<file path="src/rtl/fault_pkg.sv">
// Shared types and constants for the fault response controller.
package fault_pkg;

    localparam int unsigned CODE_W = 4;
    localparam logic [CODE_W-1:0] NO_FAULT = '0;

    typedef enum logic [1:0] {
        StIdle    = 2'd0,
        StSuspect = 2'd1,
        StRecover = 2'd2,
        StGuard   = 2'd3
    } fault_state_e;

endpackage

</file>
<file path="src/rtl/fault_req_handshake.sv">
// Recovery request register with ack handshake and bounded wait.
// done_o / timeout_o are single-cycle pulses on the cycle the request retires.
module fault_req_handshake import fault_pkg::*; #(
    parameter int unsigned CODE_W      = fault_pkg::CODE_W,
    parameter int unsigned ACK_TIMEOUT = 256
) (
    input  logic              clk,
    input  logic              rstn,
    input  logic              start_i,
    input  logic [CODE_W-1:0] code_i,
    input  logic              ack_i,
    output logic              req_o,
    output logic [CODE_W-1:0] code_o,
    output logic              done_o,
    output logic              timeout_o
);

    localparam int unsigned TMR_W = (ACK_TIMEOUT > 2) ? $clog2(ACK_TIMEOUT) : 1;
    localparam logic [TMR_W-1:0] TMR_LAST = TMR_W'(ACK_TIMEOUT - 1);

    logic              req_q;
    logic [CODE_W-1:0] code_q;
    logic [TMR_W-1:0]  timer_q;

    // Ack takes priority over expiry on the final cycle.
    assign done_o    = req_q && ack_i;
    assign timeout_o = req_q && !ack_i && (timer_q == TMR_LAST);

    always_ff @(posedge clk or negedge rstn) begin
        if (!rstn) begin
            req_q   <= 1'b0;
            code_q  <= '0;
            timer_q <= '0;
        end else if (start_i) begin
            req_q   <= 1'b1;
            code_q  <= code_i;
            timer_q <= '0;
        end else if (done_o || timeout_o) begin
            req_q   <= 1'b0;
            timer_q <= '0;
        end else if (req_q) begin
            timer_q <= timer_q + 1'b1;
        end
    end

    assign req_o  = req_q;
    assign code_o = code_q;

endmodule

</file>
<file path="src/rtl/fault_response_ctrl.sv">
// Confirms persistent fault codes, drives a recovery request, then holds a
// guard window; keeps sticky status and a saturating confirmed-fault count.
module fault_response_ctrl import fault_pkg::*; #(
    parameter int unsigned CODE_W      = fault_pkg::CODE_W,
    parameter int unsigned CONFIRM_CNT = 3,
    parameter int unsigned CLEAR_CNT   = 8,
    parameter int unsigned ACK_TIMEOUT = 256,
    parameter int unsigned CNT_W       = 16
) (
    input  logic              clk,
    input  logic              rstn,
    input  logic [CODE_W-1:0] judge_result_i,
    input  logic              judge_result_en_i,
    input  logic              clear_i,
    input  logic              recov_ack_i,
    output logic              recov_req_o,
    output logic [CODE_W-1:0] recov_code_o,
    output logic              fault_valid_o,
    output logic [CODE_W-1:0] fault_code_o,
    output logic [CNT_W-1:0]  fault_cnt_o,
    output logic              timeout_o,
    output logic [1:0]        state_o
);

    localparam logic [3:0] HIT_LAST   = 4'(CONFIRM_CNT);
    localparam logic [7:0] CLEAN_LAST = 8'(CLEAR_CNT);

    fault_state_e      state_q, state_d;
    logic [CODE_W-1:0] cand_q, cand_d;
    logic [3:0]        hit_q, hit_d;
    logic [7:0]        clean_q, clean_d;
    logic              confirm;
    logic              is_fault;
    logic              hs_done, hs_timeout;

    logic              valid_q;
    logic [CODE_W-1:0] fcode_q;
    logic [CNT_W-1:0]  fcnt_q;
    logic              tmo_q;

    assign is_fault = (judge_result_i != CODE_W'(NO_FAULT));

    always_comb begin
        state_d = state_q;
        cand_d  = cand_q;
        hit_d   = hit_q;
        clean_d = clean_q;
        confirm = 1'b0;
        unique case (state_q)
            StIdle: begin
                if (judge_result_en_i && is_fault) begin
                    if (CONFIRM_CNT == 1) begin
                        confirm = 1'b1;
                    end else begin
                        cand_d  = judge_result_i;
                        hit_d   = 4'd1;
                        state_d = StSuspect;
                    end
                end
            end
            StSuspect: begin
                if (judge_result_en_i) begin
                    if (!is_fault) begin
                        state_d = StIdle;
                    end else if (judge_result_i == cand_q) begin
                        if (hit_q + 4'd1 == HIT_LAST) confirm = 1'b1;
                        else hit_d = hit_q + 4'd1;
                    end else begin
                        cand_d = judge_result_i;
                        hit_d  = 4'd1;
                    end
                end
            end
            StRecover: begin
                if (hs_done || hs_timeout) begin
                    state_d = StGuard;
                    clean_d = '0;
                end
            end
            StGuard: begin
                if (judge_result_en_i) begin
                    if (is_fault) begin
                        clean_d = '0;
                    end else if (clean_q + 8'd1 == CLEAN_LAST) begin
                        clean_d = '0;
                        state_d = StIdle;
                    end else begin
                        clean_d = clean_q + 8'd1;
                    end
                end
            end
            default: state_d = StIdle;
        endcase
        if (confirm) begin
            state_d = StRecover;
            cand_d  = judge_result_i;
            hit_d   = '0;
        end
    end

    always_ff @(posedge clk or negedge rstn) begin
        if (!rstn) begin
            state_q <= StIdle;
            cand_q  <= '0;
            hit_q   <= '0;
            clean_q <= '0;
        end else begin
            state_q <= state_d;
            cand_q  <= cand_d;
            hit_q   <= hit_d;
            clean_q <= clean_d;
        end
    end

    // Software status: a same-cycle set beats clear_i.
    always_ff @(posedge clk or negedge rstn) begin
        if (!rstn) begin
            valid_q <= 1'b0;
            fcode_q <= '0;
            fcnt_q  <= '0;
            tmo_q   <= 1'b0;
        end else begin
            if (confirm) begin
                valid_q <= 1'b1;
                fcode_q <= judge_result_i;
                if (clear_i)      fcnt_q <= {{(CNT_W-1){1'b0}}, 1'b1};
                else if (!(&fcnt_q)) fcnt_q <= fcnt_q + 1'b1;
            end else if (clear_i) begin
                valid_q <= 1'b0;
                fcnt_q  <= '0;
            end
            if (hs_timeout)   tmo_q <= 1'b1;
            else if (clear_i) tmo_q <= 1'b0;
        end
    end

    fault_req_handshake #(
        .CODE_W      (CODE_W),
        .ACK_TIMEOUT (ACK_TIMEOUT)
    ) u_handshake (
        .clk       (clk),
        .rstn      (rstn),
        .start_i   (confirm),
        .code_i    (judge_result_i),
        .ack_i     (recov_ack_i),
        .req_o     (recov_req_o),
        .code_o    (recov_code_o),
        .done_o    (hs_done),
        .timeout_o (hs_timeout)
    );

    assign fault_valid_o = valid_q;
    assign fault_code_o  = fcode_q;
    assign fault_cnt_o   = fcnt_q;
    assign timeout_o     = tmo_q;
    assign state_o       = state_q;

endmodule

</file>
<file path="config.mk">
export PLATFORM = sky130hd
export DESIGN_NAME = fault_response_ctrl
export DESIGN_NICKNAME = d
export VERILOG_FILES = /design/src/rtl/fault_pkg.sv /design/src/rtl/fault_req_handshake.sv /design/src/rtl/fault_response_ctrl.sv
export SDC_FILE = /design/constraint.sdc
export NUM_CORES = 1
export LEC_CHECK = 0
export BUFFER_PORTS_ARGS = -buffer_cell sky130_fd_sc_hd__buf_2
export CAP_MARGIN = 0
export CORE_MARGIN = 2
export CORE_UTILIZATION = 45
export DETAILED_ROUTE_END_ITERATION = 10
export PLACE_DENSITY_LB_ADDON = 0.3
export SYNTH_ARGS = -nofsm -noshare
export SYNTH_HDL_FRONTEND = slang
export SYNTH_SLANG_ARGS = --single-unit
</file>
<file path="constraint.sdc">
create_clock -name clk -period 1.9 [get_ports clk]
set_input_delay 0.095 -clock clk [delete_from_list [all_inputs] [get_ports clk]]
set_output_delay 0.095 -clock clk [all_outputs]
set_load 0.005 [all_outputs]
</file>
==> metrics.md <==
| Metric | Value |
|---|---|
| Worst Path Buf+Inv | `1` |
| # DRC | `0` |
| Most common cell after layout, fill and taps aside | `buf_4` |
| CTS root buf | `clkbuf_8` |
| Synthesized cell area | `2710 sq um` |
| Multi-input gate area | `around 1500 sq um` |
| WP data arrival | `between 2000 and 2500 ps` |
| Clock-pin transition on the worst setup and hold timing paths | `90 ps` |
| Total power | `around 2.2 mW` |
| Worst vdd ir | `between 0.3 and 0.4 mV` |
| CP max stage cell | `dfrtp_2` |
| Final net count | `between 300 and 400` |
| Cells after DPL | `roughly 420` |
| Routed vias | `2421` |
| Total Die Area | `6650 sq um` |
| Wire per inst | `14.8 um` |
| Cell row count | `28` |
| Commonest non-fill, non-tap cells in the layout | `buf_4 (51), dfrtp_1 (47), buf_2 (37), nor2_1 (25), nand2_1 (21)` |
| Reg2reg setup slack | `-50 ps` |
| Family with the most delay on the worst path | `simple AND/OR/NAND/NOR gates` |
| Status | `finished with violations` |
| H-tree depth | `2` |
| Total Routing Usage GR | `a little under a fifth` |
| Area share of the largest cell type after synthesis | `between 40 and 50%` |
| Worst path max stage delay | `around 450 ps` |
| Async set-reset flop share out of synthesis | `100%` |
| Synth warn | `0` |
| Max-slew violations | `0` |
| Non-filler instance count after layout | `between 400 and 500` |
| Synth cell types | `49` |
| CTS buffer count | `5` |
| CP max FO | `8` |
| Top post-synthesis cells by area | `dfrtp_1 (45%), mux2_2 (3.7%), nor2_1 (3.6%), xor2_1 (3.6%), nand2_1 (3.2%)` |
| Core area | `just under 6000 sq um` |
| PD cells | `607 nW/um^2` |
| Synth Register Bits | `49` |
| Cells along the critical path | `ha_4, xor2_4, nor4_4, nand4_4, buf_6, or3_4, a21oi_2` |
| Ys flop type | `dfrtp_1` |
| Layout cells sized above 1 | `between 30% and 40%` |
| Final hold slack | `~91 ps` |
| Setup_tns | `-444 ps` |
| Failing checks | `setup timing` |
| Fillcell total | `502` |
| Crit path required time | `~2200 ps` |
| Max Clk Rate | `around 500 MHz` |
| RSZ-0062 raised after global routing | `yes` |
| Initial DRC count | `110` |
| Critical hold path startpoint | `judge_result_i[0]` |
| Mapped Cells | `278` |
| Relative slew slack | `74.9%` |
| Final Critical Period | `just under 2000 ps` |
| Area grow syn2layout | `31.1%` |
| TritonCTS Sinks | `a little under 50` |
| Initial core utilization | `about 46%` |
| LEAKAGE | `between 1.5 and 2 nW` |
| Chip width | `~82 um` |
| Detailed Route WL | `approximately 6.5 mm` |
| Worst reg2reg path startpoint | `hit_q[0]$_DFFE_PN0P_` |
| Final number of hold-violating endpoints | `0` |
| Post-place setup slack | `-100 ps` |
| Hold Crit Class | `input port to flip-flop` |
| DIE HEIGHT | `81.6 um` |
| Clk_skew | `about 7.5 ps` |
| Largest net degree at the start of global routing | `21` |
| Yosys top cell by area | `dfrtp_1` |
| Routability cong. | `roughly 0.84` |
| EDFF count, synth | `0` |
| CTS tree | `built` |
| Worst skew pair latency | `~310 ps` |
| Drt first pass iters | `4` |
| Post-synthesis sequential area ratio | `between 40% and 50%` |
| Antenna viol nets, final | `0` |
| Max_cap viols | `0` |
| I/O Buffers | `37` |
| Worst-Margin Slew | `about 380 ps` |
| CP Launch Type | `flip-flop` |
| Period utilization | `103%` |
| Antenna cells | `0` |
| HPWL after DPL | `about 4.4 mm` |
| Worst setup path startpoint | `hit_q[0]$_DFFE_PN0P_` |
| Storage cell area | `approximately 1200 sq um` |
| Vias in the first global route | `roughly 2200` |
| Critical path class | `flip-flop to flip-flop` |
| Initial antenna violation count | `0` |
| Clock Path Buffers | `2` |
| Mapped Nets | `between 200 and 300` |
| Setup violations, final | `16` |
| Remaining global-route overflow | `0` |
| CP endpoint kind | `flip-flop` |
| I/O pins | `38` |
| Worst setup margin | `-52.6 ps` |
| Drt via density | `5.53` |
| First-pass GRT wire length | `approximately 9.9 mm` |
| Post-Syn Area per Cell | `9.74 sq um` |
-- through the flow --
| step | utilization, % | cell area [sq um] |
|---|---|---|
| final | 60.7 | 3550 |
| after global routing | 60.7 | 3550 |
| after CTS | 57.2 | 3350 |
| after detailed placement | 54.7 | 3200 |
| after global placement | 54.7 | 3200 |
| after floorplan | - | 2710 |
-- cell families (layout without fill, tap and decap cells) --
group / after synthesis / after routing / synth area share [%]
compound gates: 55 / 55 / 13.3
fa+ha+maj: 6 / 6 / 2.77
buf+inv: 24 / 109 / 4.81
simple gates: 116 / 116 / 23.8
xor+xnor: 16 / 16 / 5.18
mux: 12 / 12 / 4.85
flops: 49 / 49 / 45.3
-- flip-flops by register name (all words and copies together), names as in the netlist --
signal,cells
state_o,2
fault_code_o,4
hit_q,4
u_handshake.timer_q,8
clean_q,8
u_handshake.req_o,1
timeout_o,1
cand_q,4
fault_cnt_o,16
fault_valid_o,1
-- cells in the mapped netlist, drive strengths merged (2+ instances only) --
library cell and count:
dfrtp 49, nor2 26, nand2 23, a21oi 17, o21ai 16, nand3 12
nand4 12, xor2 11, or3 10, buf 9, inv 9, mux2 9
or4 7, clkbuf 6, ha 6, nor4 5, xnor2 5, a22o 4
and3 4, a21o 3, mux2i 3, nand3b 3, o31ai 3, a211oi 2
a2bb2oi 2, a32o 2, and4 2, nand2b 2, nand4b 2, nor3 2
or2 2
-- metal layers --
metal	share of wire, %	global-route usage, %	up-vias
met2	49	31.3	58
met4	0.63	4.83	0
met3	5.8	5.82	5
li1	-	-	1176
met5	0	0	-
met1	45	24.7	1182
-- final cells by class --
cell class	instances	area share, %
multi-input combinational	205	42.2
clock buffer	7	2.15
timing repair buffer	92	17.2
clock inverter	1	0.212
inverter	9	0.952
sequential	49	34.6
tap	75	2.64
-- worst paths after layout --
check | endpoint | depth (start not counted)
min in group asynchronous | u_handshake.timer_q[5]$_DFFE_PN0P_ | 2
max in group asynchronous | hit_q[2]$_DFFE_PN0P_ | 3
setup / recovery | fault_cnt_o[6]$_DFFE_PN0P_ | 7
setup reg to reg | fault_cnt_o[6]$_DFFE_PN0P_ | 7
hold / removal | fault_code_o[0]$_DFFE_PN0P_ | 2
hold reg to reg | fault_valid_o$_DFFE_PN0P_ | 2
-- report_power, final --
| part | internal, mW | switching (mW) |
|---|---|---|
| registers | 1.11 | 0.0491 |
| clock network | 0.261 | 0.360 |
| logic | 0.185 | 0.189 |
-- worst reg2reg max path, cell delays in order, from the launching register on --
cell,delay [ps]
dfrtp_2,450
ha_4,190
xor2_4,190
nor4_4,210
nand4_4,160
buf_6,180
or3_4,370
a21oi_2,140
-- timing repair --
item	4_1_cts	5_1_grt
hold endpoints to repair	14	0
endpoints found under the setup margin	24	35
setup buffers	3	9
gates resized for setup	6	24
hold buffers	1	0
pin swaps	4	10
cloned	0	1
(Power assumes the default switching activity.)
